`config.mk`:
```
export PLATFORM = sky130hd
export DESIGN_NAME = ss_seq
export DESIGN_NICKNAME = d
export VERILOG_FILES = /design/src/rtl/ss_seq_pkg.sv /design/src/rtl/ss_seq_timer.sv /design/src/rtl/ss_seq.sv
export SDC_FILE = /design/constraint.sdc
export NUM_CORES = 1
export LEC_CHECK = 0
export ABC_AREA = 0
export CAP_MARGIN = 30
export CORE_UTILIZATION = 48
export CTS_BUF_LIST = sky130_fd_sc_hd__clkbuf_4
export CTS_CLUSTER_DIAMETER = 150
export CTS_CLUSTER_SIZE = 30
export DETAILED_ROUTE_END_ITERATION = 12
export PLACE_DENSITY = 0.83
export SYNTH_ARGS = -nofsm -noshare
export SYNTH_HDL_FRONTEND = slang
export SYNTH_SLANG_ARGS = --single-unit
```
`constraint.sdc`:
```
create_clock -name clk -period 2.81 [get_ports clk]
set_input_delay 0.7025 -clock clk [delete_from_list [all_inputs] [get_ports clk]]
set_output_delay 0.7025 -clock clk [all_outputs]
set_load 0.02 [all_outputs]
```
`src/rtl/ss_seq_pkg.sv`:
```
// Shared definitions for the save-state sequencer: FSM states, address width
// and default timing/length constants.
package ss_seq_pkg;

  localparam int unsigned SS_AW        = 8;
  localparam int unsigned SS_LEN_DEF   = 256;
  localparam int unsigned IDX_ADDR_DEF = 127;
  localparam int unsigned RD_WAIT_DEF  = 2;
  localparam int unsigned M2_HI_DEF    = 2;
  localparam int unsigned TMR_W        = 8;

  typedef enum logic [3:0] {
    ST_IDLE,
    ST_SV_ADDR,
    ST_SV_WAIT,
    ST_SV_STORE,
    ST_LD_CHK,
    ST_LD_FETCH,
    ST_LD_DATA,
    ST_LD_M2H,
    ST_LD_M2L,
    ST_DONE
  } state_t;

  // Preset for a timed state that must last `cycles` clocks (exit on zero).
  function automatic logic [TMR_W-1:0] tmr_preset(input int unsigned cycles);
    return (cycles > 0) ? TMR_W'(cycles - 1) : '0;
  endfunction

endpackage

```
`src/rtl/ss_seq_timer.sv`:
```
// Loadable down-counter with zero flag; paces read settle and M2 high time.
module ss_seq_timer
  import ss_seq_pkg::*;
#(
  parameter int unsigned W = TMR_W
) (
  input  logic         clk,
  input  logic         rst_n,
  input  logic         load,
  input  logic [W-1:0] load_val,
  input  logic         dec,
  output logic         zero
);

  logic [W-1:0] cnt;

  always_ff @(posedge clk or negedge rst_n) begin
    if (!rst_n) begin
      cnt <= '0;
    end else if (load) begin
      cnt <= load_val;
    end else if (dec && !zero) begin
      cnt <= cnt - 1'b1;
    end
  end

  assign zero = (cnt == '0);

endmodule

```
`src/rtl/ss_seq.sv`:
```
// Save-state sequencer: walks the mapper state space, saving readback into the
// state buffer or replaying buffer bytes into the mapper via synthetic M2.
module ss_seq
  import ss_seq_pkg::*;
#(
  parameter int unsigned SS_LEN   = SS_LEN_DEF,
  parameter int unsigned IDX_ADDR = IDX_ADDR_DEF,
  parameter int unsigned RD_WAIT  = RD_WAIT_DEF,
  parameter int unsigned M2_HI    = M2_HI_DEF
) (
  input  logic             clk,
  input  logic             rst_n,
  input  logic             start_save,
  input  logic             start_load,
  output logic             busy,
  output logic             done,
  output logic             err,
  output logic             ss_act,
  output logic             ss_we,
  output logic [SS_AW-1:0] ss_addr,
  output logic [7:0]       ss_dout,
  output logic             ss_m2,
  input  logic [7:0]       ss_rdat,
  output logic [SS_AW-1:0] buf_addr,
  output logic [7:0]       buf_wdat,
  output logic             buf_we,
  input  logic [7:0]       buf_rdat
);

  localparam logic [SS_AW-1:0] LAST     = SS_AW'(SS_LEN - 1);
  localparam logic [SS_AW-1:0] IDX      = SS_AW'(IDX_ADDR);
  localparam int unsigned      CHK_WAIT = (RD_WAIT > 1) ? RD_WAIT : 1;
  localparam logic [TMR_W-1:0] SV_PRE   = tmr_preset(RD_WAIT);
  localparam logic [TMR_W-1:0] CHK_PRE  = TMR_W'(CHK_WAIT);
  localparam logic [TMR_W-1:0] M2_PRE   = tmr_preset(M2_HI);

  state_t           state, state_nx;
  logic [SS_AW-1:0] idx;
  logic [7:0]       dout_q;
  logic             tmr_load, tmr_dec, tmr_zero;
  logic [TMR_W-1:0] tmr_val;
  logic             idx_clr, idx_inc, err_clr, err_set;

  ss_seq_timer #(.W(TMR_W)) u_timer (
    .clk      (clk),
    .rst_n    (rst_n),
    .load     (tmr_load),
    .load_val (tmr_val),
    .dec      (tmr_dec),
    .zero     (tmr_zero)
  );

  always_ff @(posedge clk or negedge rst_n) begin
    if (!rst_n) begin
      state  <= ST_IDLE;
      idx    <= '0;
      dout_q <= '0;
      err    <= 1'b0;
    end else begin
      state <= state_nx;
      if (idx_clr) begin
        idx <= '0;
      end else if (idx_inc) begin
        idx <= idx + 1'b1;
      end
      if (state == ST_LD_DATA) begin
        dout_q <= buf_rdat;
      end
      if (err_clr) begin
        err <= 1'b0;
      end else if (err_set) begin
        err <= 1'b1;
      end
    end
  end

  // Terminal test precedes increment, so idx never wraps past LAST.
  always_comb begin
    state_nx = state;
    tmr_load = 1'b0;
    tmr_val  = '0;
    tmr_dec  = 1'b0;
    idx_clr  = 1'b0;
    idx_inc  = 1'b0;
    err_clr  = 1'b0;
    err_set  = 1'b0;
    case (state)
      ST_IDLE: begin
        if (start_save) begin
          state_nx = ST_SV_ADDR;
          idx_clr  = 1'b1;
          err_clr  = 1'b1;
        end else if (start_load) begin
          state_nx = ST_LD_CHK;
          idx_clr  = 1'b1;
          err_clr  = 1'b1;
          tmr_load = 1'b1;
          tmr_val  = CHK_PRE;
        end
      end
      ST_SV_ADDR: begin
        tmr_load = 1'b1;
        tmr_val  = SV_PRE;
        state_nx = (RD_WAIT == 0) ? ST_SV_STORE : ST_SV_WAIT;
      end
      ST_SV_WAIT: begin
        if (tmr_zero) state_nx = ST_SV_STORE;
        else          tmr_dec  = 1'b1;
      end
      ST_SV_STORE: begin
        if (idx == LAST) begin
          state_nx = ST_DONE;
        end else begin
          idx_inc  = 1'b1;
          state_nx = ST_SV_ADDR;
        end
      end
      ST_LD_CHK: begin
        if (!tmr_zero) begin
          tmr_dec = 1'b1;
        end else if (buf_rdat != ss_rdat) begin
          err_set  = 1'b1;
          state_nx = ST_DONE;
        end else begin
          idx_clr  = 1'b1;
          state_nx = ST_LD_FETCH;
        end
      end
      ST_LD_FETCH: state_nx = ST_LD_DATA;
      ST_LD_DATA: begin
        tmr_load = 1'b1;
        tmr_val  = M2_PRE;
        state_nx = ST_LD_M2H;
      end
      ST_LD_M2H: begin
        if (tmr_zero) state_nx = ST_LD_M2L;
        else          tmr_dec  = 1'b1;
      end
      ST_LD_M2L: begin
        if (idx == LAST) begin
          state_nx = ST_DONE;
        end else begin
          idx_inc  = 1'b1;
          state_nx = ST_LD_FETCH;
        end
      end
      ST_DONE: state_nx = ST_IDLE;
      default: state_nx = ST_IDLE;
    endcase
  end

  // Strobes decode straight from state so async reset drops them at once.
  always_comb begin
    busy     = (state != ST_IDLE) && (state != ST_DONE);
    ss_act   = busy;
    done     = (state == ST_DONE);
    ss_we    = state inside {ST_LD_DATA, ST_LD_M2H, ST_LD_M2L};
    ss_m2    = (state == ST_LD_M2H);
    buf_we   = (state == ST_SV_STORE);
    buf_wdat = buf_we ? ss_rdat : '0;
    ss_addr  = (state == ST_LD_CHK) ? IDX : (busy ? idx : '0);
    buf_addr = ss_addr;
    ss_dout  = (state == ST_LD_DATA) ? buf_rdat : dout_q;
  end

endmodule

```
; Yosys cells after proc, flatten, opt, wreduce, memory -nomap -nowiden
; Cells that the tools add are included.
[word_totals]
in_bits = 20
word_cells = 74
register_bits = 29
[classes]
n_mux = 37
reduce_logical = 14
n_eq_ne = 16
add_sub_neg = 2
[ops]
columns = op, n
row1 = $mux W8, 8
row2 = $pmux W4 S9, 1
row3 = $mux W4, 8
row4 = $eq A4 B3 Y1 const B, 4
row5 = $mux W1, 15
row6 = $add A8 B1 Y8 const B, 1
row7 = $eq A4 B2 Y1 const B, 2
row8 = $eq A4 B4 Y1 const B, 2
row9 = $eq A8 B8 Y1 const B, 1
row10 = $logic_not A8 Y1, 1
row11 = $ne A8 B8 Y1, 1
row12 = $sub A8 B1 Y8 const B, 1
row13 = $reduce_bool A2 Y1, 3
row14 = $eq A4 B1 Y1 const B, 1
row15 = $logic_not A4 Y1, 1
row16 = $mux W2, 2
row17 = $ne A2 B2 Y1 const B, 2
row18 = $ne A4 B4 Y1 const B, 1
row19 = $pmux W1 S2, 2
row20 = $pmux W2 S2, 1
row21 = $reduce_and A4 Y1, 1
row22 = $reduce_bool A4 Y1, 1
row23 = $reduce_or A2 Y1, 2
row24 = $ne A3 B3 Y1 const B, 1
row25 = 5 further kinds, 6

; Logic depth before layout (Yosys ltp)
; Gate-level depths: netlist (run 1).
[logic_depth]
depth_word = 6
depth_mapped = 8
ltp_nobuf = 7

; Modules after synthesis
; From an unflattened synthesis (run 1), not the netlist that was laid out.
[hier_totals]
cells_unflattened = 233
hier_area_um2 = 2067.0
[modules_own_cells]
columns = module, area_each_um2, seq_area_each_um2, instances, cells_per_inst
row1 = ss_seq, 1539.0, 525.5, 1, 175
row2 = ss_seq_timer, 528.0, 200.2, 1, 58

; Worst setup path before layout (run 1)
; OpenSTA, ideal clock, no wires.
[synth_path]
path_kind = register to output
from = register state[0]
to = output ss_addr[0]
setup_slack_ns = 0.118
path_stages_with_launch = 6
required_ns = 2.108
arrival_time_ns = 1.990
cell_sequence = dfrtp_1 > clkbuf_1 > nor2_1 > o21ai_1 > a21o_1 > buf_4
[synth_between]
elab_chain_len = 4
word_cells_on_any_way = 6
cone_classes = eq/ne (2) / mux (2) / reduce/logical (2)
[synth_lines]
columns = element, line
row1 = start: declaration, ss_seq.sv:37  ; state_t state, state_nx;
row2 = start signal: assignment, ss_seq.sv:60  ; state <= state_nx;
row3 = $ne A4 B4 Y1 or $reduce_bool A4 Y1 (tied branches), ss_seq.sv:154  ; busy = (state != ST_IDLE) && (state != ST_DONE);
row4 = $logic_and A1 B1 Y1 (*), ss_seq.sv:154
row5 = net busy, ss_seq.sv:15  ; output logic busy,
row6 = $mux W8 (*) (2 in series), ss_seq.sv:161  ; ss_addr = (state == ST_LD_CHK) ? IDX : (busy ? idx : '0);
row7 = end: declaration, ss_seq.sv:20  ; output logic [SS_AW-1:0] ss_addr,
; The timed path passes the listed nets; every way through them passes the cells marked *.

; Final worst setup path (run 1)
[layout_path]
from = register state[1]
to = output buf_wdat[0]
[layout_between]
elab_chain_len = 2
[layout_lines]
columns = element, line
row1 = $eq A4 B2 Y1, ss_seq.sv:159  ; buf_we = (state == ST_SV_STORE);
row2 = $mux W8, ss_seq.sv:160  ; buf_wdat = buf_we ? ss_rdat : '0;
row3 = end: declaration, ss_seq.sv:25  ; output logic [7:0] buf_wdat,
; No other way between the ends.

==> results.py, run 1 <==
metrics = {
    "sta": {
        "hold_viol": 0,
        "finalSetupViolCount": 0,
        "hold_slack_ps": 485,
        "period_share_pct": 96.5,
        "fin_crit_ps": 2710,
        "maxSlewHeadroom_pct": 50.5,
        "worst_slew_pin_slew_ps": 742,
        "max_clock_freq_mhz": 369,
        "final.setup.tns_ps": 0,
        "slew_viol_final": 0,
        "skew_ps": 12.5,
        "rsz0062_at_grt": "false",
    },
    "pwr": {
        "powerDensity_mw_per_mm2": 1130,
        "ir_drop_v": 0.000519,
        "leakagePower_nw": 1.24,
    },
    "clocking": {
        "cts_sinks": 29,
        "cts_hold_buf": 0,
        "cts.path.max_buffers": 2,
        "cts_post_setup_buffers_inserted": 0,
        "cts.clk_slew.worst_paths_ps": 100,
        "clockRootBuffer": "clkbuf_4",
        "htreeDepth": 2,
        "cts_buffers": 5,
        "cts_tree": "built",
        "insertion_delay_ps": 350,
    },
    "routing": {
        "ant_nets": 0,
        "drcViolationCount": 0,
        "viasPerCell": 5.36,
        "post_drt_wl_per_cell_um": 13.9,
        "drt_wl_total_um": 4330,
        "drt_iter0_drc": 68,
        "num_vias": 1671,
        "dr.pass1.iters": 4,
    },
    "floorplan": {
        "die_height_um": 64.4,
        "die_w_um": 64.4,
        "dieArea_mm2": 0.00415,
        "boundaryPins": 59,
        "core_mm2": 0.00369,
        "rows": 22,
        "initial_utilization_pct": 50.6,
    },
    "logic_synthesis": {
        "synth_flop_cell": "dfrtp_1",
        "yosys.cell_types.count": 41,
        "async_flop_share_pct": 100,
        "synth_top_area_cell": "dfrtp_1",
        "synth_cells": 204,
        "synth_edf_count": 0,
        "ys.warnings.count": 0,
        "syn_nets": 226,
        "synth_area_mm2": 0.00187,
        "yosys.area.top_type_share_pct": 38.8,
        "syn_avg_cell_area_um2": 9.16,
        "synth.ff_latch_count": 29,
        "synthTopCellsByArea": "dfrtp_1, mux2_1, xor2_1, nor2_1, mux2i_1",
        "ys_seq_area_share_pct": 38.8,
    },
    "flow_run": {
        "max-cap-violations": 0,
    },
    "global_routing": {
        "globalRouteTotalUtil_pct": 23.2,
        "grt_overflow": 0,
        "grt_pass1_vias": 1608,
        "grt_max_degree": 30,
        "antenna_found_initial": 0,
        "grt_pass1_wl_um": 7180,
    },
    "hold_path": {
        "min_from": "u_timer.cnt[5]",
        "hold_class": "reg -> reg",
    },
    "placement": {
        "dpl_cell_area_mm2": 0.00249,
        "hpwl_um": 3250,
        "io_buffers": 58,
        "finalWeightedCongestion": 0.820,
        "placedCellCount": 304,
    },
    "cells_and_area": {
        "syn_to_final_growth_pct": 35.6,
        "utilization_pct": 68.7,
        "fin_cells": 312,
        "num_antenna_cells": 0,
        "fillers": 332,
        "fin_nets": 285,
        "final_common_cell": "clkdlybuf4s50_1",
        "final_area_mm2": 0.00253,
        "most-common-layout-cells": "clkdlybuf4s50_1, dfrtp_1, nor2_1, dlygate4sd2_1, nand2_1",
        "drive_gt1_share_pct": 9.47,
    },
    "worst_setup_path": {
        "max_stage_delay_ps": 610,
        "worstSetupPathType": "reg -> out",
        "crit_arrival_ps": 2010,
        "cp-end-kind": "output pin",
        "critPathLaunchType": "flop",
        "crit_start": "state[1]",
        "cp_max_fo": 13,
        "path_cells": "and4bb_4, and2_1, clkdlybuf4s50_1",
        "cp.required_ps": 2110,
        "cp_slowest_cell": "clkdlybuf4s50_1",
        "r2r-start": "u_timer.cnt[0]",
    },
    "status": {
        "outcome": "finished clean",
    },
}
## flip-flops by register name (all words and copies together), names as in the netlist
name / flops
err: 1
state: 4
idx: 8
dout_q: 8
u_timer.cnt: 8
## worst max-delay path: cells and delay by family, from the launching register on
kind | cells | cell delay, ps
buffers and inverters | 1 | 610
DFF | 1 | 530
and+or+nand+nor | 2 | 510
## final timing paths
check	endpoint	slack (ps)	cells past startpoint
worst max-delay path	buf_wdat[0]	100	3
worst min-delay path	u_timer.cnt[5]	480	1
worst max register to register	u_timer.cnt[7]	660	7
worst min register to register	u_timer.cnt[5]	480	1
max in group asynchronous	u_timer.cnt[3]	1780	2
min in group asynchronous	dout_q[6]	720	2
## where the power goes
part | switching, W | internal (W) | total (W)
registers | 0.000138 | 0.000584 | 0.000722
clock network | 0.000163 | 0.0000902 | 0.000253
logic | 0.00106 | 0.000826 | 0.00189
total | 0.00136 | 0.00150 | 0.00286
## cell families after synthesis
family	share of synthesized area (%)
xor+xnor	7.03
flops	38.8
buf+inv	6.30
mux	9.11
simple gates	24.0
fa+ha+maj	1.34
compound gates	13.4
## synthesized netlist by cell type (all sizes together) (3+ instances only)
cell type  instances
xnor2              5
nor2              24
a21o               9
inv                4
nand3              8
mux2i              8
buf               11
nor3b              3
dfrtp             29
xor2              10
nand2             16
o21ai              5
nand4              3
clkbuf             6
nor4               3
mux2               8
nor3               6
and2              10
o22ai              3
nor2b              4
a21oi              6
## repair_timing
item                                   4_1_cts  5_1_grt
setup endpoints to repair                   32       10
endpoints found under the hold margin        0        0
resized for setup                           26        4
## routing by layer
| metal | GRT usage [%] | up-vias | wire length (um) |
|---|---|---|---|
| li1 | - | 826 | - |
| met1 | 27.2 | 792 | 1900 |
| met2 | 39.6 | 46 | 2170 |
| met3 | 5.36 | 7 | 180 |
| met4 | 10.8 | 0 | 82 |
| met5 | 0 | - | 0 |
## final cells by class
class | instances | area (um^2) | area share [%]
clock inverter | 3 | 12.5 | 0.494
tap | 48 | 60.1 | 2.37
inverter | 4 | 15.0 | 0.593
timing repair buffer | 69 | 638 | 25.2
clock buffer | 5 | 37.5 | 1.48
multi-input combinational | 154 | 1040 | 41.1
sequential | 29 | 728 | 28.8
## through the flow
step	total power [W]	setup slack, ps
floorplan	0.00205	118
global route	0.00308	8.62
detailed placement	0.00274	64.1
global placement	0.00271	100
finish	0.00286	96.9
CTS	0.00287	0.520
(Power assumes the default switching activity.)
==> run 2: changes to the inputs <==
GPL_ROUTABILITY_DRIVEN = 0   (was default)
SETUP_SLACK_MARGIN = 0.2   (was default)
==> run 2 against run 1 <==
  * Total power up 0.76%
  * Combinational power about the same
  * Maximum frequency up 4.9%
  * Via count down 1.5%
  * Global-route usage up 1.2 points
  * Clock-buffer cell count unchanged
  * Critical path depth up 3
  * Register-to-register slack better by 20 ps
  * Sequential share of layout area down 0.078 points
  * Sequential power up 0.7%
  * Flip-flop and latch count unchanged
  * Largest cell class unchanged
==> results.py, run 2 (same netlist as run 1, synthesis figures left out) <==
metrics = {
    "status": {
        "outcome": "finished clean",
    },
    "pwr": {
        "seqPwrFrac_pct": 25.2,
        "ir_drop_v": 0.000650,
        "power.internal_w": 0.00151,
        "switching_share_pct": 47.8,
        "p_switching_w": 0.00138,
        "p_clk_share_pct": 8.6,
        "leakagePower_nw": 1.37,
        "powerDensity_mw_per_mm2": 1130,
        "pwr-share-comb_pct": 66.3,
    },
    "cells_and_area": {
        "final_common_cell": "dfrtp_1",
        "utilization_pct": 69.0,
        "most-common-layout-cells": "dfrtp_1, nor2_1, clkdlybuf4s50_1, dlygate4sd2_1, nand2_1",
        "drive_gt1_share_pct": 15.0,
        "num_antenna_cells": 0,
        "fillers": 314,
        "largestRegisters": "dout_q x8, idx x8, u_timer.cnt x8",
        "fin_nets": 287,
        "syn_to_final_growth_pct": 36.2,
        "final_area_mm2": 0.00254,
    },
    "sta": {
        "hold_slack_ps": 485,
        "hold_viol": 0,
        "max_clock_freq_mhz": 387,
        "maxSlewHeadroom_pct": 64.9,
        "finalSetupViolCount": 0,
        "final.setup.tns_ps": 0,
        "worst_slew_pin_slew_ps": 522,
        "period_share_pct": 92.1,
        "fin_crit_ps": 2590,
        "skew_ps": 6.68,
        "slew_viol_final": 0,
        "rsz0062_at_grt": "true",
    },
    "clocking": {
        "cts.path.max_buffers": 2,
        "cts.clk_slew.worst_paths_ps": 90,
        "insertion_delay_ps": 350,
        "htreeDepth": 2,
        "cts_sinks": 29,
        "cts_buffers": 5,
        "clockRootBuffer": "clkbuf_4",
        "cts_tree": "built",
    },
    "worst_setup_path": {
        "critPathLaunchType": "flop",
        "worstReg2RegEnd": "state[2]",
        "setup.worst_path.end": "ss_addr[7]",
        "reg2regPathDepth": 8,
        "cp_max_fo": 14,
        "crit_start": "state[2]",
        "rrSetupSlack_ps": 680,
        "worstSetupPathType": "reg -> out",
        "crit_arrival_ps": 1880,
        "cp.required_ps": 2110,
        "r2r-start": "u_timer.cnt[0]",
        "cp-end-kind": "output pin",
    },
    "routing": {
        "dr.pass1.iters": 4,
        "ant_nets": 0,
        "num_vias": 1646,
        "drcViolationCount": 0,
        "viasPerCell": 5.24,
        "post_drt_wl_per_cell_um": 14.3,
        "drt_wl_total_um": 4480,
        "drt_iter0_drc": 67,
    },
    "global_routing": {
        "grt_max_degree": 30,
        "grt_overflow": 0,
        "grt_pass1_vias": 1585,
        "globalRouteTotalUtil_pct": 24.4,
        "grt_pass1_wl_um": 7420,
        "antenna_found_initial": 0,
    },
    "placement": {
        "hpwl_um": 3310,
        "dpl_cell_area_mm2": 0.00250,
        "io_buffers": 58,
    },
    "hold_path": {
        "min_from": "u_timer.cnt[7]",
        "hold_class": "reg -> reg",
    },
    "floorplan": {
        "dieArea_mm2": 0.00415,
        "die_height_um": 64.4,
        "core_mm2": 0.00369,
        "die_w_um": 64.4,
        "rows": 22,
        "boundaryPins": 59,
        "initial_utilization_pct": 50.6,
    },
    "flow_run": {
        "max-cap-violations": 0,
    },
}
==> run 2: changes by cell type in the layout (fill, tap and decap cells not counted), sizes merged <==
cell           delta
buf              +10
dlygate4sd2       -1
dlymetal6s2s      +6
clkdlybuf4s50    -14
clkdlybuf4s15     +1
==> run 2: per-stage QoR <==
step	cells	setup WS (ps)	total power [W]
after floorplan	204	332	0.00206
after global placement	304	100	0.00274
after detailed placement	304	57.7	0.00277
after CTS	314	117	0.00290
after global routing	314	102	0.00312
final	314	223	0.00289
==> run 2: area by class of cell <==
cell class              count  area (um^2)  share of cell area [%]
clock buffers               5         37.5                    1.48
multi-input cells         154         1050                    41.1
repair buffers             71          643                    25.3
well taps                  48         60.1                    2.36
inverters                   4         15.0                   0.590
clock inverters             3         12.5                   0.492
flip-flops and latches     29          729                    28.7
==> run 2: worst min-delay path by stage <==
stage / cells past startpoint / end / slack [ps]
global placement: 1 / dout_q[4] / 460
floorplan: 0 / dout_q[0] / 410
CTS: 1 / dout_q[2] / 490
finish: 1 / u_timer.cnt[7] / 480
detailed placement: 1 / dout_q[2] / 470
global route: 1 / dout_q[2] / 500
==> run 2: critical path: stages, from the launching register on <==
cell and delay (ps):
dfrtp_1 360, buf_4 190, nor2b_1 60, a21oi_1 130, nor2_1 50, nor2_1 120, clkdlybuf4s50_1 620
==> run 2: routing by layer <==
metal	vias up	GRT usage [%]	wire, um
li1	831	-	-
met5	-	0	0
met2	27	41.1	2200
met4	0	12.5	102
met1	781	28.5	2060
met3	7	5.89	115
==> run 2: what timing repair did <==
action | in CTS | in global routing
hold buffers | 0 | 0
setup buffers | 2 | 0
pin swaps | 1 | 1
setup endpoints to repair | 38 | 31
gates resized for setup | 64 | 9
hold endpoints to repair | 0 | 0
==> run 2: power by group through the flow <==
stage | clock, W | combinational [W] | sequential, W
3_5_place_dp | 0 | 0.00205 | 0.000726
3_3_place_gp | 0 | 0.00203 | 0.000718
2_1_floorplan | 0 | 0.00137 | 0.000685
5_1_grt | 0.000277 | 0.00209 | 0.000747
6_report | 0.000247 | 0.00191 | 0.000727
4_1_cts | 0.000256 | 0.00192 | 0.000723
